==> src/rtl/ip_uart_rx.sv <==
// ip_uart_rx: 8N1 UART receiver with a 2-flop input synchroniser,
// mid-bit sampling, a one-byte holding register and valid/error strobes.
module ip_uart_rx #(
    parameter int clk_freq  = 54000000,
    parameter int uart_freq = 115200
) (
    input  logic       clk,
    input  logic       reset,
    input  logic       uart_rx,
    output logic [7:0] recv_data,
    output logic       recv_valid,
    output logic       recv_error
);

    localparam int DIV  = clk_freq / uart_freq;
    localparam int HALF = DIV / 2;
    localparam int CW   = (DIV > 1) ? $clog2(DIV) : 1;

    localparam logic [CW-1:0] CNT_BIT  = CW'(DIV - 1);
    localparam logic [CW-1:0] CNT_HALF = CW'(HALF - 1);

    typedef enum logic [2:0] {
        S_IDLE,
        S_START,
        S_DATA,
        S_STOP,
        S_BREAK
    } state_t;

    state_t        state_q, state_d;
    logic [CW-1:0] count_q, count_d;
    logic [2:0]    bit_q, bit_d;
    logic [7:0]    shift_q, shift_d;
    logic [7:0]    data_q, data_d;
    logic          valid_q, valid_d;
    logic          error_q, error_d;
    logic          rx_meta_q, rx_sync_q;
    logic          w_rx;
    logic          tick;

    assign w_rx = rx_sync_q;
    assign tick = (count_q == '0);

    // Two-flop synchroniser for the asynchronous serial pin; idles high.
    always_ff @(posedge clk or posedge reset) begin
        if (reset) begin
            rx_meta_q <= 1'b1;
            rx_sync_q <= 1'b1;
        end else begin
            rx_meta_q <= uart_rx;
            rx_sync_q <= rx_meta_q;
        end
    end

    // Frame FSM state, bit timer, shifter and registered strobes.
    always_ff @(posedge clk or posedge reset) begin
        if (reset) begin
            state_q <= S_IDLE;
            count_q <= '0;
            bit_q   <= '0;
            shift_q <= '0;
            data_q  <= '0;
            valid_q <= 1'b0;
            error_q <= 1'b0;
        end else begin
            state_q <= state_d;
            count_q <= count_d;
            bit_q   <= bit_d;
            shift_q <= shift_d;
            data_q  <= data_d;
            valid_q <= valid_d;
            error_q <= error_d;
        end
    end

    // Next-state logic: sample each bit when the timer reaches zero.
    always_comb begin
        state_d = state_q;
        count_d = count_q;
        bit_d   = bit_q;
        shift_d = shift_q;
        data_d  = data_q;
        valid_d = 1'b0;
        error_d = 1'b0;
        unique case (state_q)
            S_IDLE: begin
                if (!w_rx) begin
                    state_d = S_START;
                    count_d = CNT_HALF;
                end
            end
            S_START: begin
                if (tick) begin
                    if (!w_rx) begin
                        state_d = S_DATA;
                        count_d = CNT_BIT;
                        bit_d   = '0;
                    end else begin
                        state_d = S_IDLE;
                    end
                end else begin
                    count_d = count_q - CW'(1);
                end
            end
            S_DATA: begin
                if (tick) begin
                    shift_d = {w_rx, shift_q[7:1]};
                    count_d = CNT_BIT;
                    if (bit_q == 3'd7) begin
                        state_d = S_STOP;
                    end else begin
                        bit_d = bit_q + 3'd1;
                    end
                end else begin
                    count_d = count_q - CW'(1);
                end
            end
            S_STOP: begin
                if (tick) begin
                    if (w_rx) begin
                        data_d  = shift_q;
                        valid_d = 1'b1;
                        state_d = S_IDLE;
                    end else begin
                        error_d = 1'b1;
                        state_d = S_BREAK;
                    end
                end else begin
                    count_d = count_q - CW'(1);
                end
            end
            S_BREAK: begin
                if (w_rx) begin
                    state_d = S_IDLE;
                end
            end
            default: begin
                state_d = S_IDLE;
            end
        endcase
    end

    assign recv_data  = data_q;
    assign recv_valid = valid_q;
    assign recv_error = error_q;

endmodule

==> config.mk <==
export PLATFORM = sky130hd
export DESIGN_NAME = ip_uart_rx
export DESIGN_NICKNAME = d
export VERILOG_FILES = /design/src/rtl/ip_uart_rx.sv
export SDC_FILE = /design/constraint.sdc
export NUM_CORES = 1
export LEC_CHECK = 0
export CORE_MARGIN = 2
export CORE_UTILIZATION = 50
export CTS_CLUSTER_DIAMETER = 150
export DETAILED_ROUTE_END_ITERATION = 8
export PLACE_DENSITY = 0.79
export SYNTH_ARGS = -nofsm -noshare
export SYNTH_HDL_FRONTEND = slang
export SYNTH_SLANG_ARGS = --single-unit
==> constraint.sdc <==
create_clock -name clk -period 5.45 [get_ports clk]
set_clock_uncertainty 0.1 [all_clocks]
set_input_delay 1.09 -clock clk [delete_from_list [all_inputs] [get_ports clk]]
set_output_delay 1.09 -clock clk [all_outputs]
set_load 0.01 [all_outputs]
==> out/metrics.csv, run 1 <==
stage,metric,value,unit
yosys,Post-synth EDFFs,0,
floorplanning,row count,20,
global_route,total grt overflow,0,
yosys,synthesized cell area,1630,µm²
floorplanning,Die Area,3720,µm²
cts,TritonCTS clock tree,yes,
timing,Final Max Slew Viols,0,
timing,Fin. Hold Viols,0,
critical_path,WP data arrival,1260,ps
critical_path,Worst path slowest cell,clkdlybuf4s50_1,
drt,Antenna Nets Post-Route,0,
floorplanning,initial core utilization,52.8,%
yosys,Mean Syn Cell Area,11.7,µm²
floorplanning,Core Region,3080,µm²
floorplanning,I/O pins,13,
critical_path,CP max FO,2,
cts,postcts setup bufs,0,
power,Static Leak,0.828,nW
yosys,post-synth cell types,39,
timing,final worst slack,3000,ps
yosys,synthesized instance count,139,
cts,CTS resizes,0,
yosys,register area share after synthesis,54.0,%
global_route,initial antenna violation count,0,
finish,Layout area overhead,13.2,%
timing,# setup viols final,0,
outcome,status,"finished, final reports clean",
yosys,top cell type's share of synthesized area,50.8,%
timing,Rel. slew slack,49.1,%
critical_path,worst path bufs/invs,1,
timing,Worst-Margin Slew,756,ps
yosys,top post-synthesis cells by area,"dfrtp_1 51%, mux2_2 12%, dfstp_2 3.2%, nand2_1 2.8%, ha_1 2.3%",
cts,clk sinks,35,
yosys,Syn Nets,145,
critical_path,worst path required time,4260,ps
drt,DRT iter0 DRCs,30,
yosys,Post-synth top flop,dfrtp_1,
cts,htree depth,2,
yosys,synthesized flop and latch total,35,
timing,Hold WS,265,ps
critical_path,"Largest delay share family, worst path",buffers and inverters,
timing,min cycle time layout,2450,ps
cts,clock tree buffer depth,2,
min_path,worst min path class,register to register,
finish,number of fill cells,262,
drt,iteration count of the initial detailed-routing pass,6,
cts,clock latency on the worst-skew pair,340,ps
yosys,Synth top cells by count,"33 x dfrtp_1, 17 x mux2_2, 12 x nand2_1",
timing,Fin Setup TNS,0,ps
global_route,vias in the first global route,1100,
drt,vias per cell,5.75,
timing,Final period util,45.0,%
floorplanning,die width,61.0,µm
yosys,leading area contributor after synthesis,dfrtp_1,
drt,DRC violations left,0,
critical_path,CP Capture Type,primary output,
drt,Avg WL per Cell,14.8,µm
drt,WL final,2950,µm
floorplanning,Die Ht,61.0,µm
global_route,GRT Overall Usage,18.6,%
cts,CTS root buf,clkbuf_4,
global_route,first-pass GRT wire length,5040,µm
timing,Peak Freq,408,MHz
yosys,Synth Warn #,0,
cts,Clock transition at path regs,110,ps
yosys,asr flop ratio synth,100,%
timing,RSZ-0062 raised after global routing,false,
drt,Vias,1150,
finish,Nets,161,
critical_path,CP peak stage delay,540,ps
cts,TritonCTS Buffers,5,
global_route,largest net degree at the start of global routing,36,
placement,port bufs,12,
run,Max Cap Viol,0,
placement,Place WS,3120,ps
placement,GPL Wtd Cong,0.848,
critical_path,CP cell instances,clkdlybuf4s50_1,
power,maximum VDD drop,0.161,mV
critical_path,kind of critical path,register to primary output,
placement,DPL Wire Length,2060,µm
finish,layout cells sized above 1,21.2,%
power,power density over the cells,220,nW/µm²
finish,Ant. Diodes,0,
cts,"Hold-fix buffers, CTS",0,
critical_path,startpoint types,register,
yosys,most frequent cell after synthesis,dfrtp_1,
[worst reg2reg max path: stages (launching register included)]
cell and delay (ps):
dfrtp_1 430, inv_1 70, ha_1 210, nor4b_4 510, nand2_2 130, nor3_4 420
mux2_2 390
[metal layers]
layer	vias to the layer above	part of all wire, %	global-route usage [%]
met5	-	0	0
met4	0	1.4	7.45
met3	5	4.3	5.67
met2	29	49	29.6
met1	577	45	23.9
li1	539	-	-
[worst paths after layout]
kind | endpoint | slack [ps] | cells after the start | start
min in group asynchronous | shift_q[3] | 1030 | 3 | reset
hold / removal | rx_sync_q | 260 | 0 | rx_meta_q
hold reg to reg | rx_sync_q | 260 | 0 | rx_meta_q
setup / recovery | recv_data[5] | 3000 | 1 | recv_data[5]
max in group asynchronous | rx_meta_q | 3880 | 3 | reset
setup reg to reg | recv_data[7] | 3080 | 6 | count_q[0]
[area by class of cell]
class                           count  area [µm²]  area share, %
Clock buffer                        7        45.0           2.45
Clock inverter                      1        5.00          0.272
Inverter                            6        22.5           1.22
Multi-Input combinational cell     94         706           38.4
Sequential cell                    35         878           47.8
Tap cell                           44        55.1           2.99
Timing Repair Buffer               13         128           6.94
[flip-flops by register name, indices dropped and copies added, names as in the netlist]
| name | count |
|---|---|
| rx_sync_q | 1 |
| recv_valid | 1 |
| rx_meta_q | 1 |
| state_q | 3 |
| count_q | 9 |
| recv_error | 1 |
| recv_data | 8 |
| bit_q | 3 |
| shift_q | 8 |
[stage by stage]
stage	cell area [µm²]	std cells	power, mW	utilization (%)
global route	1840	200	0.420	59.8
CTS	1840	200	0.411	59.8
floorplan	1630	139	0.272	-
global placement	1790	192	0.275	58.1
detailed placement	1790	192	0.276	58.1
finish	1840	200	0.405	59.8
[report_power, final]
group / switching (mW) / internal (mW) / total (mW)
clock: 0.0848 / 0.0503 / 0.135
combinational: 0.00586 / 0.00232 / 0.00817
sequential: 0.000904 / 0.261 / 0.262
[cells by family (layout without fill, tap and decap cells)]
| group | count (synthesis) | in the layout | synth area share (%) |
|---|---|---|---|
| simple gates | 46 | 46 | 17.4 |
| mux | 18 | 18 | 12.4 |
| buf+inv | 10 | 27 | 2.54 |
| fa+ha+maj | 3 | 3 | 2.31 |
| flops | 35 | 35 | 54.0 |
| compound gates | 27 | 27 | 11.3 |
[cell usage in the layout, fill, tap and decap left out, types with 2 or more instances in the layout]
cell and n:
nor3_1 3, mux2_2 17, a311oi_1 3, nor4_1 2, o31ai_1 2, nand2_1 12
o2bb2ai_1 2, clkbuf_4 5, clkdlybuf4s50_1 12, nand2_2 2, dfrtp_1 33, ha_1 3
nor2_1 6, nand3b_1 2, inv_1 6, nand3_1 3, dfstp_2 2, a21oi_1 6
nor2b_1 2, o211ai_1 2, clkbuf_1 2, o21ai_0 7, nor3b_1 3
Note: power is estimated with default switching activity, not from simulation.
==> run 2, diff against run 1 <==
- clock period: 5.45 -> 2.4 ns (I/O delays scaled with it)
==> out/metrics.csv, run 2 (synthesized netlist as in run 1, its figures left out) <==
stage,metric,value,unit
timing,Final period util,92.3,%
drt,vias per cell,5.63,
critical_path,kind of critical path,register to register,
critical_path,R2R Setup Slk,180,ps
critical_path,CP max FO,6,
cts,TritonCTS Buffers,5,
drt,iteration count of the initial detailed-routing pass,4,
finish,"Most flops, register",count_q,
drt,Antenna Nets Post-Route,0,
power,maximum VDD drop,0.470,mV
timing,Peak Freq,451,MHz
placement,GPL Wtd Cong,0.821,
global_route,initial antenna violation count,0,
finish,"commonest non-fill, non-tap cell in the layout",dfrtp_1,
outcome,status,"finished, final reports clean",
critical_path,startpoint types,register,
floorplanning,Die Ht,61.0,µm
drt,WL final,3100,µm
power,power density over the cells,487,nW/µm²
cts,clk sinks,35,
finish,FF/Latch Area,878,µm²
finish,area of the multi-input gates,706,µm²
cts,CTS root buf,clkbuf_4,
cts,clock tree buffer depth,2,
floorplanning,die width,61.0,µm
timing,Worst-Margin Slew,429,ps
power,Static Leak,0.853,nW
critical_path,WP data arrival,2340,ps
finish,layout cells sized above 1,24.2,%
drt,DRT iter0 DRCs,60,
floorplanning,Core Region,3080,µm²
timing,# setup viols final,0,
timing,RSZ-0062 raised after global routing,false,
floorplanning,initial core utilization,52.8,%
finish,Ant. Diodes,0,
run,Max Cap Viol,0,
finish,most frequent cells in the layout,"33 x dfrtp_1, 17 x mux2_2, 12 x nand2_1, 12 x clkdlybuf4s50_1, 7 x o21ai_0",
finish,number of fill cells,244,
cts,htree depth,2,
timing,Fin Setup TNS,0,ps
global_route,largest net degree at the start of global routing,36,
placement,port bufs,12,
critical_path,worst path required time,2520,ps
critical_path,CP Capture Type,register,
cts,Clock transition at path regs,100,ps
drt,Vias,1155,
floorplanning,row count,20,
timing,min cycle time layout,2220,ps
placement,DPL Wire Length,2250,µm
cts,postcts setup bufs,0,
drt,Avg WL per Cell,15.1,µm
min_path,worst min path class,register to register,
global_route,total grt overflow,0,
drt,DRC violations left,0,
global_route,vias in the first global route,1191,
power,Overall Power,0.915,mW
timing,Fin. Hold Viols,0,
finish,Nets,166,
global_route,first-pass GRT wire length,5400,µm
finish,Layout area overhead,15.7,%
floorplanning,I/O pins,13,
cts,CTS resizes,0,
floorplanning,Die Area,3720,µm²
global_route,GRT Overall Usage,20.5,%
cts,clock latency on the worst-skew pair,330,ps
timing,Rel. slew slack,71.4,%
cts,"Hold-fix buffers, CTS",0,
timing,Final Max Slew Viols,0,
finish,number of flip-flops in the largest register,9,
cts,TritonCTS clock tree,yes,
run 2: metal layers:
metal,part of all wire [%],GRT usage [%]
met5,0,0
met4,1.7,9.32
met2,50,34.4
met1,45,23.8
met3,3.3,7.14
run 2: metrics by stage:
stage	utilization (%)	setup slack (ps)	instances	cell area (µm²)	hold WS (ps)
final	61.1	185	205	1880	265
after global routing	61.1	42.6	205	1880	269
after CTS	61.1	198	205	1880	266
after detailed placement	59.3	207	197	1830	251
after global placement	59.3	326	197	1830	249
after floorplan	-	360	139	1630	245
run 2: final cells by class:
class                           count  area share [%]
Clock inverter                      2           0.665
Clock buffer                        6            2.20
Tap cell                           44            2.93
Inverter                            6            1.20
Sequential cell                    35            46.7
Multi-Input combinational cell     94            37.5
Timing Repair Buffer               18            8.78
run 2: power by group:
group	internal [mW]	switching, mW	leakage [nW]	total (mW)
Combinational	0.00526	0.0134	0.373	0.0187
Clock	0.113	0.189	0.0282	0.302
Sequential	0.592	0.00208	0.451	0.595
run 2: final timing paths:
| path | endpoint | cells past startpoint | start |
|---|---|---|---|
| min in group asynchronous | recv_data[5] | 3 | reset |
| max in group asynchronous | rx_sync_q | 3 | reset |
| worst min-delay path | rx_sync_q | 0 | rx_meta_q |
| worst max-delay path | count_q[1] | 6 | count_q[0] |
| worst max register to register | count_q[1] | 6 | count_q[0] |
| worst min register to register | rx_sync_q | 0 | rx_meta_q |
run 2: worst max-delay path, cell delays in order (launching register included):
cell,delay (ps)
dfrtp_1,430
inv_1,80
ha_1,220
nor4b_4,380
nand4b_1,340
nand2_1,220
mux2_2,340
==> run 3, diff against run 2 <==
- ABC_CLOCK_PERIOD_IN_PS: default -> 2400
- SKIP_LAST_GASP: default -> 1
==> results of run 3 <==
Same layout as run 2: the final DEF is identical, and so are final timing and power.
